**src/rtl/taxi_pkg.sv**
```systemverilog
// Shared types for the taxi trip meter: event code bits, meter states
// and the trip record handed to billing.
package taxi_pkg;

  localparam int EVT_INCR = 0;
  localparam int EVT_DECR = 1;
  localparam int EVT_ERR  = 2;

  localparam int REC_FARE_W = 16;
  localparam int REC_TICK_W = 16;

  typedef enum logic [1:0] {
    IDLE,
    RIDE,
    CLOSE,
    FAULT
  } meter_state_t;

  // fare field is sized for the widest fare; narrower meters zero-extend
  typedef struct packed {
    logic [REC_FARE_W-1:0] fare;
    logic [REC_TICK_W-1:0] ticks;
  } trip_rec_t;

endpackage

```
**src/rtl/taxi_tick_prescaler.sv**
```systemverilog
// Meter tick prescaler: pulses tick once every TICK_DIV enabled cycles.
// clear restarts the count so each trip begins on a fresh tick period.
module taxi_tick_prescaler #(
  parameter int TICK_DIV = 100
) (
  input  logic clk,
  input  logic rst,
  input  logic enable,
  input  logic clear,
  output logic tick
);

  localparam int CW = $clog2(TICK_DIV);
  localparam logic [CW-1:0] LAST = CW'(TICK_DIV - 1);

  logic [CW-1:0] cnt;

  assign tick = enable && !clear && (cnt == LAST);

  always_ff @(posedge clk or negedge rst) begin
    if (!rst) begin
      cnt <= '0;
    end else if (clear) begin
      cnt <= '0;
    end else if (enable) begin
      cnt <= (cnt == LAST) ? '0 : cnt + 1'b1;
    end
  end

endmodule

```
**src/rtl/taxi_trip_meter.sv**
```systemverilog
// Taxi trip meter: occupancy, trip FSM, running fare and a
// valid/ready trip record to billing; repeated errors latch FAULT.
module taxi_trip_meter
  import taxi_pkg::*;
#(
  parameter int MAX_SEATS     = 4,
  parameter int FARE_W        = 16,
  parameter int FARE_BASE     = 50,
  parameter int FARE_PER_TICK = 2,
  parameter int TICK_DIV      = 100,
  parameter int ERR_LIMIT     = 3,
  localparam int OCC_W        = $clog2(MAX_SEATS + 1)
) (
  input  logic              clk,
  input  logic              rst,
  input  logic              evt_valid,
  input  logic [2:0]        evt_code,
  input  logic              clr_fault,
  output logic [OCC_W-1:0]  occupancy,
  output logic              trip_active,
  output logic [FARE_W-1:0] fare,
  output logic              fare_sat,
  output logic [1:0]        err_count,
  output logic              fault,
  output logic              evt_drop,
  output logic              rec_valid,
  input  logic              rec_ready,
  output logic [FARE_W-1:0] rec_fare,
  output logic [15:0]       rec_ticks
);

  localparam int ERR_W = $clog2(ERR_LIMIT + 1);

  meter_state_t      state, state_n;
  logic [OCC_W-1:0]  occ_n;
  logic [FARE_W-1:0] fare_n;
  logic              sat_n;
  logic [15:0]       ticks, ticks_n;
  logic [1:0]        err_n;
  logic [ERR_W-1:0]  err_tot, tot_n;
  logic              drop_n;
  trip_rec_t         rec, rec_n;
  logic [FARE_W:0]   sum;
  logic              tick, start, is_err;
  logic              inc, dec, bad;

  assign bad = evt_valid &
    (evt_code[EVT_ERR] |
     (evt_code[EVT_INCR] & evt_code[EVT_DECR]));
  assign inc = evt_valid & ~bad & evt_code[EVT_INCR];
  assign dec = evt_valid & ~bad & evt_code[EVT_DECR];

  taxi_tick_prescaler #(
    .TICK_DIV (TICK_DIV)
  ) u_presc (
    .clk    (clk),
    .rst    (rst),
    .enable (state == RIDE),
    .clear  (start),
    .tick   (tick)
  );

  always_comb begin
    state_n = state;
    occ_n   = occupancy;
    fare_n  = fare;
    sat_n   = fare_sat;
    ticks_n = ticks;
    err_n   = err_count;
    tot_n   = err_tot;
    rec_n   = rec;
    start   = 1'b0;
    is_err  = 1'b0;
    sum     = {1'b0, fare} + (FARE_W+1)'(FARE_PER_TICK);
    drop_n  = evt_valid &&
      (state == CLOSE || state == FAULT);

    // tick arrives only in RIDE; an event on the same edge stacks on it
    if (tick) begin
      if (sum[FARE_W]) begin
        fare_n = '1;
        sat_n  = 1'b1;
      end else begin
        fare_n = sum[FARE_W-1:0];
      end
      if (ticks != 16'hFFFF) ticks_n = ticks + 16'd1;
    end

    unique case (state)
      IDLE: begin
        if (inc) begin
          start   = 1'b1;
          state_n = RIDE;
          occ_n   = OCC_W'(1);
          fare_n  = FARE_W'(FARE_BASE);
          sat_n   = 1'b0;
          ticks_n = '0;
          err_n   = '0;
          tot_n   = '0;
        end else if (dec || bad) begin
          is_err = 1'b1;
        end
      end
      RIDE: begin
        if (inc) begin
          if (occupancy == OCC_W'(MAX_SEATS)) is_err = 1'b1;
          else occ_n = occupancy + 1'b1;
        end else if (dec) begin
          occ_n = occupancy - 1'b1;
          if (occupancy == OCC_W'(1)) begin
            state_n     = CLOSE;
            rec_n.fare  = REC_FARE_W'(fare_n);
            rec_n.ticks = ticks_n;
          end
        end else if (bad) begin
          is_err = 1'b1;
        end
      end
      CLOSE: begin
        if (rec_ready) state_n = IDLE;
      end
      FAULT: begin
        if (clr_fault) begin
          state_n = IDLE;
          err_n   = '0;
          tot_n   = '0;
        end
      end
    endcase

    if (is_err) begin
      if (err_count != 2'd3) err_n = err_count + 2'd1;
      tot_n = err_tot + 1'b1;
      if (err_tot == ERR_W'(ERR_LIMIT - 1)) begin
        state_n = FAULT;
        occ_n   = '0;
      end
    end
  end

  always_ff @(posedge clk or negedge rst) begin
    if (!rst) begin
      state     <= IDLE;
      occupancy <= '0;
      fare      <= '0;
      fare_sat  <= 1'b0;
      ticks     <= '0;
      err_count <= '0;
      err_tot   <= '0;
      evt_drop  <= 1'b0;
      rec       <= '0;
    end else begin
      state     <= state_n;
      occupancy <= occ_n;
      fare      <= fare_n;
      fare_sat  <= sat_n;
      ticks     <= ticks_n;
      err_count <= err_n;
      err_tot   <= tot_n;
      evt_drop  <= drop_n;
      rec       <= rec_n;
    end
  end

  assign trip_active = (state == RIDE);
  assign fault       = (state == FAULT);
  assign rec_valid   = (state == CLOSE);
  assign rec_fare    = rec.fare[FARE_W-1:0];
  assign rec_ticks   = rec.ticks;

endmodule

```
**config.mk**
```make
export PLATFORM = sky130hd
export DESIGN_NAME = taxi_trip_meter
export DESIGN_NICKNAME = d
export VERILOG_FILES = /design/src/rtl/taxi_pkg.sv /design/src/rtl/taxi_tick_prescaler.sv /design/src/rtl/taxi_trip_meter.sv
export SDC_FILE = /design/constraint.sdc
export NUM_CORES = 1
export LEC_CHECK = 0
export ABC_AREA = 0
export ABC_CLOCK_PERIOD_IN_PS = 2500
export BUFFER_PORTS_ARGS = -buffer_cell sky130_fd_sc_hd__clkbuf_2
export CORE_MARGIN = 2
export CORE_UTILIZATION = 50
export CTS_CLUSTER_SIZE = 14
export DETAILED_ROUTE_END_ITERATION = 8
export HOLD_SLACK_MARGIN = 0.03
export PLACE_DENSITY = 0.72
export SYNTH_ARGS = -nofsm -noshare
export SYNTH_HDL_FRONTEND = slang
export SYNTH_SLANG_ARGS = --single-unit
```
**constraint.sdc**
```tcl
create_clock -name clk -period 2.5 [get_ports clk]
set_input_delay 0.375 -clock clk [delete_from_list [all_inputs] [get_ports clk]]
set_output_delay 0.375 -clock clk [all_outputs]
set_load 0.1 [all_outputs]
```
[Yosys cells after proc, flatten, opt, wreduce, memory -nomap -nowiden]
Index checks and enable logic that the tools add are counted.
Widths: inputs -> output; s select.
Storage, ports and cells
  bits in registers: 82
  latch bits: 0
  memory bits (writable): 0
  memory bits (read-only): 0
  output and inout bits: 58
  word-level logic and storage cells: 97
  memories kept: 0
Cells by class
  $add $sub $neg: 7
  multipliers: 0
  div/mod/pow operators: 0
  $lt $le $gt $ge: 0
  eq/ne operators: 11
  shifts and indexed selects: 0
  mux-type cells: 49
  bitwise operators: 8
  reductions and logical operators: 11
Operators by type and width (number)
  $mux 16: 8
  $mux 2: 15
  $mux 7: 3
  $mux 3: 6
  $add 16x2->17 const B: 1
  $add 16x1->16 const B: 1
  $ne 16x16->1 const B: 1
  $mux 1: 12
  $pmux 2 s2: 2
  $pmux 2 s4: 1
  $add 7x1->7 const B: 1
  $eq 7x7->1 const B: 1
  $eq 2x2->1 const B: 3
  $pmux 3 s2: 1
  $and 1x1->1: 5
  $add 2x1->2 const B: 2
  $reduce_and 4->1: 1
  $add 3x1->3 const B: 1
  $eq 3x1->1 const B: 1
  $eq 3x3->1 const B: 1
  $logic_and 1x1->1: 3
  $ne 3x2->1 const B: 1
  $ne 3x3->1 const B: 1
  $reduce_and 3->1: 1
  other kinds (11): 13

[Depth between registers and ports, before layout]
Gate-level depths: netlist of run 1.
  word-level depth: 14
  depth in mapped cells: 9
  gate-level depth less buffers: 7

[Cells and area by module]
From an unflattened synthesis of run 1, not the netlist that was laid out.
Unflattened totals
  cell total of the unflattened synthesis: 434
  area total of the unflattened synthesis: 4252.8 um^2
Modules (own cells, without submodules)
  taxi_trip_meter: times used 1, cells each 387, area an instance 3813.7 um^2, sequential area each 1876.8 um^2
  taxi_tick_prescaler: times used 1, cells each 47, area an instance 439.2 um^2, sequential area each 175.2 um^2

[Worst setup path before layout of run 1]
No wires, ideal clock.
  kind: register to register
  from: register state[1]
  to: register fare[5]
  setup time: 0.138 ns
  data arrival time: 2.751 ns
  required time: 2.362 ns
  path slack: -0.389 ns
  stages on the path, launching flop included: 10
  path buffers: 2
  period minus slack after synthesis: 2.889 ns
  cell sequence: dfrtp_1 -> inv_1 -> ha_1 -> clkbuf_8 -> nand3_1 -> a211oi_4 -> buf_4 -> nand4_1 -> xor2_1 -> nand3_1
Between the ends
  elaborated cells between the ends (all ways): 9
  those cells by class: 1 x eq/ne; 4 x mux; 4 x reduce/logical
RTL lines
  start: declaration: line taxi_trip_meter.sv:34  | meter_state_t state, state_n;
  start signal: assignment: line taxi_trip_meter.sv:153  | state <= state_n;
  $eq 2x1->1 *
  via trip_active: line taxi_trip_meter.sv:20  | output logic trip_active,
  $logic_and 1x1->1 * (2 in a row): line taxi_tick_prescaler.sv:18  | assign tick = enable && !clear && (cnt == LAST);
  $mux 16 *: line taxi_trip_meter.sv:79  | if (tick) begin
  $mux 16: line taxi_trip_meter.sv:91  | if (inc) begin
  $mux 16 *: line taxi_trip_meter.sv:89  | unique case (state)
  via fare_n[5]: line taxi_trip_meter.sv:36  | logic [FARE_W-1:0] fare_n;
  end signal: assignment: line taxi_trip_meter.sv:155  | fare <= fare_n;
  end: declaration: line taxi_trip_meter.sv:21  | output logic [FARE_W-1:0] fare,
Mark *: on every way through the listed nets, which the timed path passes. The rest lies on a longest branch.
A chain may end at the register's enable or synchronous reset.

[Final worst setup path of run 1]
  from: register u_presc.cnt[2]
  to: register rec, in the netlist rec_fare[9]
Between the ends
  word-level cells in the longest chain between the ends: 3
RTL lines
  start: declaration: line taxi_tick_prescaler.sv:16  | logic [CW-1:0] cnt;
  start signal: assignment: line taxi_tick_prescaler.sv:26  | cnt <= (cnt == LAST) ? '0 : cnt + 1'b1;
  $eq 7x7->1: line taxi_tick_prescaler.sv:18
  $logic_and 1x1->1: line taxi_tick_prescaler.sv:18
  $mux 16: line taxi_trip_meter.sv:79
  end signal: assignment: line taxi_trip_meter.sv:161  | rec <= rec_n;
  end: declaration: line taxi_trip_meter.sv:42  | trip_rec_t rec, rec_n;
Every way passes these cells.

==> summary.log, run 1 <==
INFO  yosys          synth_cells=436
INFO  yosys          synth_async_sr_flop_share=100%
INFO  setup_path     critPathMaxFanout=7
INFO  placed_design  dpl_cell_area=4640squm
INFO  yosys          synth.ff_latch_count=82
INFO  setup_path     crit_path_start_kind=register
INFO  timing         final-hold-violation-count=0
INFO  timing         post-route-period-util=91.6%
INFO  drt            drt_pre_antenna_iters=5
INFO  global_route   global_route.usage.total=21.5%
INFO  drt            post-route-drc-count=0
INFO  timing         setup_viol_count_final=0
INFO  timing         worst_hold_margin=60.1ps
INFO  timing         final.setup_skew=15.6ps
INFO  power_and_ir_drop power.density_cell_area=1070nW/um^2
INFO  placed_design  gp_congestion=0.883
INFO  setup_path     worst_r2r_startpoint=u_presc.cnt[2]$_DFFE_PN0P_
INFO  yosys          synth.area.top_cells=sky130_fd_sc_hd__dfrtp_1, sky130_fd_sc_hd__nor2_1, sky130_fd_sc_hd__nand2_1
INFO  timing         maxSlewHeadroom=50.2%
INFO  clock_network  cts_sinks=82
INFO  yosys          synth_top_flop_cell=sky130_fd_sc_hd__dfrtp_1
INFO  floorplan      floorplan.initialDensity=51.0%
INFO  yosys          synth_cell_type_count=55
INFO  clock_network  cts_hold_buf=0
INFO  clock_network  clock_tree.buffer_depth=2
INFO  yosys          post_synth_instance_area=4150squm
INFO  final_layout   antennaDiodeCount=0
INFO  clock_network  cts_made_buffers=9
INFO  floorplan      die_width=95.1um
INFO  clock_network  clk_pin_slew=100ps
INFO  yosys          synth-seq-area-share=49.5%
INFO  floorplan      io-pin-count=66
INFO  outcome        status=finished clean
INFO  final_layout   layout-drive-gt1-share=22.0%
INFO  final_layout   finish.instance_area=4830squm
INFO  placed_design  port_buffers=65
INFO  global_route   grt_overflow_total=0
INFO  global_route   grt_first_pass_wirelength=15200um
INFO  yosys          synth_largest_type_area_fraction=49.5%
INFO  setup_path     cp_cell_sequence=nor4b_2 -> nand3_1 -> or4_1 -> and2_1 -> a21oi_1
INFO  drt            routed_via_density=5.63
INFO  job            maxCapViolations=0
INFO  final_layout   final_core_util=59.4%
INFO  yosys          syn_nets=457
INFO  drt            antenna_violating_nets_post_route=0
INFO  setup_path     critical_path_arrival=2570ps
INFO  setup_path     timing_worst_setup_path_type=reg2reg
INFO  floorplan      die-area=9030squm
INFO  global_route   grt_max_degree=61
INFO  clock_network  cts_setup_buffers=0
INFO  placed_design  estimated_wirelength_of_the_detail_placed_design=6750um
INFO  floorplan      design.core.area=8130squm
INFO  floorplan      die_h=95.1um
INFO  timing         max_slew.worst_pin.slew=747ps
INFO  floorplan      std_cell_rows=33
INFO  final_layout   layout-area-overhead-vs-synth=16.5%
INFO  global_route   number_of_antenna_violations_at_the_first_check_in_global_routing=0
INFO  clock_network  clk_root_buffer_cell=sky130_fd_sc_hd__clkbuf_8
INFO  timing         layout_min_cycle_time=2290ps
INFO  power_and_ir_drop ir_drop=0.000354V
INFO  setup_path     worst_path_max_delay_cell=sky130_fd_sc_hd__or4_1
INFO  global_route   first_global_vias=3205
INFO  timing         max_freq=0.437GHz
INFO  timing         rsz0062_at_grt=false
INFO  yosys          syn_area_per_cell=9.51squm
INFO  clock_network  cts_tree=yes
INFO  drt            routed_wire_length=9230um
INFO  yosys          synth_edf_count=0
INFO  setup_path     critPathCaptureType=register
INFO  drt            drt_iter0_drc=167
INFO  setup_path     setup.worst_path.start=u_presc.cnt[2]$_DFFE_PN0P_
INFO  drt            wl_per_cell=14.9um
INFO  clock_network  cts_max_level=3
INFO  timing         finalSetupTns=0ps
INFO  drt            num_vias=3482
INFO  yosys          synth_largest_area_cell=sky130_fd_sc_hd__dfrtp_1
INFO  setup_path     crit_path_max_incr_delay=630ps
INFO  yosys          yosysWarningCount=0
INFO  clock_network  clkLatencyLatePin=360ps
INFO  setup_path     worstPathRequired=2780ps
INFO  timing         slew_viol_final=0
INFO  hold_path      hold_path_class=in2async
INFO  final_layout   final_nets=530
INFO  power_and_ir_drop power_leakage=0.00223uW
cells in the mapped netlist, types with 5 or more instances:
library cell               number
sky130_fd_sc_hd__nand4_1       14
sky130_fd_sc_hd__nor2b_1        5
sky130_fd_sc_hd__nor4_1         6
sky130_fd_sc_hd__nand3_1       27
sky130_fd_sc_hd__a21oi_1       27
sky130_fd_sc_hd__xnor2_1       10
sky130_fd_sc_hd__clkbuf_1       7
sky130_fd_sc_hd__and4_1         5
sky130_fd_sc_hd__ha_1          13
sky130_fd_sc_hd__nor2_1        54
sky130_fd_sc_hd__mux2i_1        8
sky130_fd_sc_hd__inv_1         11
sky130_fd_sc_hd__o21ai_0       30
sky130_fd_sc_hd__and3_1         6
sky130_fd_sc_hd__nor3_1         6
sky130_fd_sc_hd__xor2_1        13
sky130_fd_sc_hd__nand2_1       53
sky130_fd_sc_hd__dfrtp_1       82
layer usage:
| layer | vias up | global-route usage, % | part of all wire (%) |
|---|---|---|---|
| met5 | - | 0 | 0 |
| met3 | 11 | 5.14 | 5.2 |
| met2 | 104 | 35.3 | 48 |
| met4 | 0 | 5.56 | 1.3 |
| li1 | 1702 | - | - |
| met1 | 1665 | 28.8 | 46 |
per-stage QoR:
stage          worst slack [ps]  cells  total power (uW)
2_1_floorplan              49.3    436              3830
3_3_place_gp                281    603              4230
3_5_place_dp                206    603              4260
4_1_cts                     188    619              5170
5_1_grt                    79.4    619              5440
6_report                    209    619              5160
cell families (layout without fill, tap and decap cells):
family | count (synthesis) | count (layout) | synth area share, %
AOI/OAI and AO/OA | 88 | 88 | 13.4
xor gates and xnor gates | 23 | 23 | 4.86
adders and majority gates | 13 | 13 | 3.92
buffers and inverters | 27 | 105 | 3.08
DFF | 82 | 82 | 49.5
muxes | 8 | 8 | 1.93
and+or+nand+nor | 195 | 195 | 23.3
layout make-up:
| class | instances | area, sq um |
|---|---|---|
| inverters | 11 | 41.3 |
| fillers | 713 | 3300 |
| clock buffers | 10 | 138 |
| clock inverters | 6 | 48.8 |
| repair buffers | 78 | 425 |
| flip-flops and latches | 82 | 2060 |
| multi-input cells | 327 | 1990 |
| well taps | 105 | 131 |
path summary, 6_finish.rpt:
path | endpoint | slack [ps] | depth (start not counted)
min | occupancy[2]$_DFF_PN0_ | 60 | 1
min in group clk | evt_drop$_DFF_PN0_ | 310 | 2
max | rec_fare[9]$_DFFE_PN0P_ | 210 | 5
max in group asynchronous | ticks[1]$_DFF_PN0_ | 1760 | 2
min reg2reg | rec_fare[14]$_DFFE_PN0P_ | 490 | 2
max reg2reg | rec_fare[9]$_DFFE_PN0P_ | 210 | 5
registers in the layout, indices dropped and copies added, names as in the netlist:
register	flops
rec_ticks	16
err_count	2
fare_sat	1
evt_drop	1
u_presc.cnt	7
state	2
ticks	16
occupancy	3
err_tot	2
fare	16
rec_fare	16
worst max-delay path, delay by kind of cell, from the launching register on:
kind | cells | cell delay [ps]
and+or+nand+nor | 4 | 1570
DFF | 1 | 460
AOI/OAI and AO/OA | 1 | 180
power by group:
part,internal [uW],leakage [uW],switching (uW)
clock,396,0.0000855,523
sequential,1570,0.00110,257
combinational,487,0.00105,1930
total,2450,0.00223,2710
placed cells by master (no fill, tap or decap), types with 2 or more instances in the layout:
cell type	synthesis	final
sky130_fd_sc_hd__nor4_1	6	5
sky130_fd_sc_hd__dfrtp_1	82	76
sky130_fd_sc_hd__inv_1	11	11
sky130_fd_sc_hd__xnor2_1	10	10
sky130_fd_sc_hd__mux2i_1	8	8
sky130_fd_sc_hd__or4_1	2	2
sky130_fd_sc_hd__nor2b_1	5	5
sky130_fd_sc_hd__nor3_1	6	6
sky130_fd_sc_hd__and3_1	6	6
sky130_fd_sc_hd__nand2b_1	3	3
sky130_fd_sc_hd__nor2_1	54	53
sky130_fd_sc_hd__and4_1	5	5
sky130_fd_sc_hd__a31o_2	2	2
sky130_fd_sc_hd__clkinvlp_4	0	3
sky130_fd_sc_hd__o311ai_0	2	2
sky130_fd_sc_hd__or3_1	2	2
sky130_fd_sc_hd__a21oi_1	27	27
sky130_fd_sc_hd__o21ai_1	4	4
sky130_fd_sc_hd__a31oi_1	4	4
sky130_fd_sc_hd__xor2_1	13	13
sky130_fd_sc_hd__ha_1	13	12
sky130_fd_sc_hd__nand4_1	14	14
sky130_fd_sc_hd__clkbuf_8	1	10
sky130_fd_sc_hd__and2_1	4	4
sky130_fd_sc_hd__clkbuf_2	0	64
sky130_fd_sc_hd__o21ai_0	30	30
sky130_fd_sc_hd__o211ai_1	3	3
sky130_fd_sc_hd__nand2_1	53	53
sky130_fd_sc_hd__nand3_1	27	27
sky130_fd_sc_hd__inv_6	0	2
sky130_fd_sc_hd__dfrtp_2	0	6
sky130_fd_sc_hd__buf_4	2	14
sky130_fd_sc_hd__a221oi_1	2	2
repair_timing:
item | in CTS | in global routing
endpoints found under the setup margin | 0 | 9
endpoints found under the hold margin | 0 | 0
gates resized for setup | 0 | 1
(Power assumes the default switching activity.)
==> inputs of run 2 (changes only) <==
ABC_CLOCK_PERIOD_IN_PS = 2300   (was 2500)
clock period = 2.3 ns   (was 2.5 ns; I/O delays follow)
==> summary.log, run 2 (synthesis gave the netlist of run 1 again) <==
INFO  outcome        status=finished clean [unchanged]
INFO  setup_path     worstPathRequired=2570ps [was 2780 ps]
INFO  final_layout   layout-area-overhead-vs-synth=19.4% [was 16.5%]
INFO  clock_network  clock_tree.buffer_depth=2 [unchanged]
INFO  setup_path     timing.critical_path.mode_cell=sky130_fd_sc_hd__or4_1
INFO  global_route   first_global_vias=3339 [was 3205]
INFO  global_route   grt_first_pass_wirelength=16100um [was 15200 um]
INFO  timing         post-route-worst-setup-slack=138ps [was 209 ps]
INFO  final_layout   antennaDiodeCount=0 [unchanged]
INFO  setup_path     crit_path_start_kind=register [unchanged]
INFO  floorplan      floorplan.initialDensity=51.0% [unchanged]
INFO  clock_network  cts_tree=yes [unchanged]
INFO  global_route   grt_overflow_total=0 [unchanged]
INFO  timing         max_slew.worst_pin.slew=681ps [was 747 ps]
INFO  timing         max_freq=0.463GHz [was 0.437 GHz]
INFO  setup_path     critPathMaxFanout=7 [unchanged]
INFO  final_layout   multi_input_area=2010squm [was 1990 sq um]
INFO  final_layout   layout-drive-gt1-share=25.5% [was 22.0%]
INFO  setup_path     timing.reg2reg.setup_slack=140ps [was 210 ps]
INFO  global_route   global_route.usage.total=22.4% [was 21.5%]
INFO  job            maxCapViolations=0 [unchanged]
INFO  clock_network  cts_made_buffers=9 [unchanged]
INFO  floorplan      std_cell_rows=33 [unchanged]
INFO  floorplan      die-area=9030squm [unchanged]
INFO  drt            drt_pre_antenna_iters=4 [was 5]
INFO  drt            antenna_violating_nets_post_route=0 [unchanged]
INFO  floorplan      die_h=95.1um [unchanged]
INFO  power_and_ir_drop ir_drop=0.000516V [was 0.000354 V]
INFO  placed_design  dpl_cell_area=4710squm [was 4640 sq um]
INFO  clock_network  clk_root_buffer_cell=sky130_fd_sc_hd__clkbuf_8 [unchanged]
INFO  setup_path     critPathCaptureType=register [unchanged]
INFO  timing         setup_viol_count_final=0 [unchanged]
INFO  placed_design  gp_congestion=0.868 [was 0.883]
INFO  clock_network  cts_max_level=3 [unchanged]
INFO  timing         final-hold-violation-count=0 [unchanged]
INFO  floorplan      die_width=95.1um [unchanged]
INFO  timing         final.setup_skew=8.48ps [was 15.6 ps]
INFO  timing         worst_hold_margin=34.7ps [was 60.1 ps]
INFO  clock_network  clk_pin_slew=80ps [was 100 ps]
INFO  setup_path     reg2reg_to=rec_fare[6]$_DFFE_PN0P_ [was rec_fare[9]$_DFFE_PN0P_]
INFO  drt            drt_iter0_drc=178 [was 167]
INFO  drt            num_vias=3524 [was 3482]
INFO  hold_path      hold_path_class=in2async [unchanged]
INFO  setup_path     worst_r2r_path_depth=5 [unchanged]
INFO  final_layout   mostFrequentLayoutCell=sky130_fd_sc_hd__dfrtp_1 [unchanged]
INFO  drt            routed_wire_length=9580um [was 9230 um]
INFO  timing         layout_min_cycle_time=2160ps [was 2290 ps]
INFO  timing         maxSlewHeadroom=54.0% [was 50.2%]
INFO  final_layout   finish.instance_area=4950squm [was 4830 sq um]
INFO  global_route   grt_max_degree=55 [was 61]
INFO  clock_network  clkLatencyLatePin=350ps [was 360 ps]
INFO  timing         post-route-period-util=94.0% [was 91.6%]
INFO  final_layout   final_nets=538 [was 530]
INFO  placed_design  dp_slack=90.0ps [was 206 ps]
INFO  setup_path     cp_cell_sequence=nand4_2 -> or4_1 -> or4_1 -> and2_1 -> a21oi_1 [was nor4b_2 -> nand3_1 -> or4_1 -> and2_1 -> a21oi_1]
INFO  setup_path     worst_path_max_delay_cell=sky130_fd_sc_hd__or4_1 [unchanged]
INFO  floorplan      io-pin-count=66 [unchanged]
INFO  setup_path     timing_worst_setup_path_type=reg2reg [unchanged]
INFO  drt            wl_per_cell=15.3um [was 14.9 um]
INFO  final_layout   most-common-layout-cells=sky130_fd_sc_hd__dfrtp_1, sky130_fd_sc_hd__clkbuf_2, sky130_fd_sc_hd__nand2_1, sky130_fd_sc_hd__nor2_1, sky130_fd_sc_hd__o21ai_0 [unchanged]
INFO  placed_design  estimated_wirelength_of_the_detail_placed_design=6950um [was 6750 um]
INFO  power_and_ir_drop power_leakage=0.00228uW [was 0.00223 uW]
INFO  placed_design  port_buffers=65 [unchanged]
INFO  setup_path     critical_path_arrival=2430ps [was 2570 ps]
INFO  drt            post-route-drc-count=0 [unchanged]
INFO  timing         slew_viol_final=0 [unchanged]
INFO  timing         rsz0062_at_grt=false [unchanged]
INFO  setup_path     worst_r2r_startpoint=fare[7]$_DFF_PN0_ [was u_presc.cnt[2]$_DFFE_PN0P_]
INFO  clock_network  cts_sinks=82 [unchanged]
INFO  setup_path     crit_path_max_incr_delay=550ps [was 630 ps]
INFO  drt            routed_via_density=5.62 [was 5.63]
INFO  power_and_ir_drop power.density_cell_area=1170nW/um^2 [was 1070 nW/um^2]
INFO  power_and_ir_drop total_power=5780uW [was 5160 uW]
INFO  global_route   number_of_antenna_violations_at_the_first_check_in_global_routing=0 [unchanged]
INFO  final_layout   fill_cells=690 [was 713]
INFO  final_layout   layout.area.seq=2080squm [was 2060 sq um]
INFO  floorplan      design.core.area=8130squm [unchanged]
[run 2: changes by cell type in the layout (fill, tap and decap cells not counted), moves of 2 or more]
| cell | before | now |
|---|---|---|
| sky130_fd_sc_hd__dfrtp_1 | 76 | 66 |
| sky130_fd_sc_hd__buf_4 | 14 | 21 |
| sky130_fd_sc_hd__dfrtp_2 | 6 | 13 |
| sky130_fd_sc_hd__dfrtp_4 | 0 | 3 |
| sky130_fd_sc_hd__clkinv_2 | 0 | 2 |
| sky130_fd_sc_hd__clkinvlp_4 | 3 | 1 |
| sky130_fd_sc_hd__nand3_1 | 27 | 25 |
| sky130_fd_sc_hd__nand3_2 | 0 | 2 |
[run 2: per-stage QoR]
step | utilization (%) | TNS (ps) | cells
final | 60.9 | 0 | 627
after global routing | 60.9 | 0 | 627
after CTS | 60.5 | 0 | 626
after detailed placement | 58.0 | 0 | 610
after global placement | 58.0 | 0 | 610
after floorplan | - | -3.23 | 436
[run 2: final cells by class]
class                           instances  share of cell area (%)
Inverter                               11                   0.834
Clock buffer                           10                    2.78
Tap cell                              105                    2.65
Timing Repair Buffer                   86                    9.88
Sequential cell                        82                    42.0
Clock inverter                          6                    1.31
Multi-Input combinational cell        327                    40.5
[run 2: repair_timing]
action | 4_1_cts | 5_1_grt
resized for setup | 0 | 5
hold buffers | 0 | 0
buffers inserted | 0 | 1
setup endpoints to repair | 0 | 17
[run 2: layer usage]
| metal | GRT usage [%] | part of all wire (%) |
|---|---|---|
| met5 | 0 | 0 |
| met4 | 5.43 | 0.89 |
| met3 | 3.87 | 4.7 |
| met2 | 37.9 | 50 |
| met1 | 30.2 | 44 |
[run 2: worst max-delay path: cells and delay by family, from the launching register on]
kind	cells	cell delay [ps]
AOI/OAI and AO/OA	1	180
DFF	1	470
and+or+nand+nor	4	1440
[run 2: how the worst max path moves through the flow]
stage                                     startpoint                  endpoint  slack (ps)  cells past startpoint
after floorplan                   state[1]$_DFF_PN0_         fare[5]$_DFF_PN0_          -3                      9
after global placement    u_presc.cnt[2]$_DFFE_PN0P_  rec_ticks[7]$_DFFE_PN0P_         120                      5
after detailed placement  u_presc.cnt[2]$_DFFE_PN0P_  rec_ticks[9]$_DFFE_PN0P_          90                      5
after CTS                 u_presc.cnt[2]$_DFFE_PN0P_  rec_ticks[9]$_DFFE_PN0P_          80                      5
after global routing              state[0]$_DFF_PN0_    err_tot[0]$_DFFE_PN0P_           6                      8
final                              fare[7]$_DFF_PN0_   rec_fare[6]$_DFFE_PN0P_         140                      5
[run 2: power by group]
part	switching (uW)	internal, uW	total [uW]
Sequential	289	1720	2010
Clock	530	533	1060
Combinational	2130	574	2710
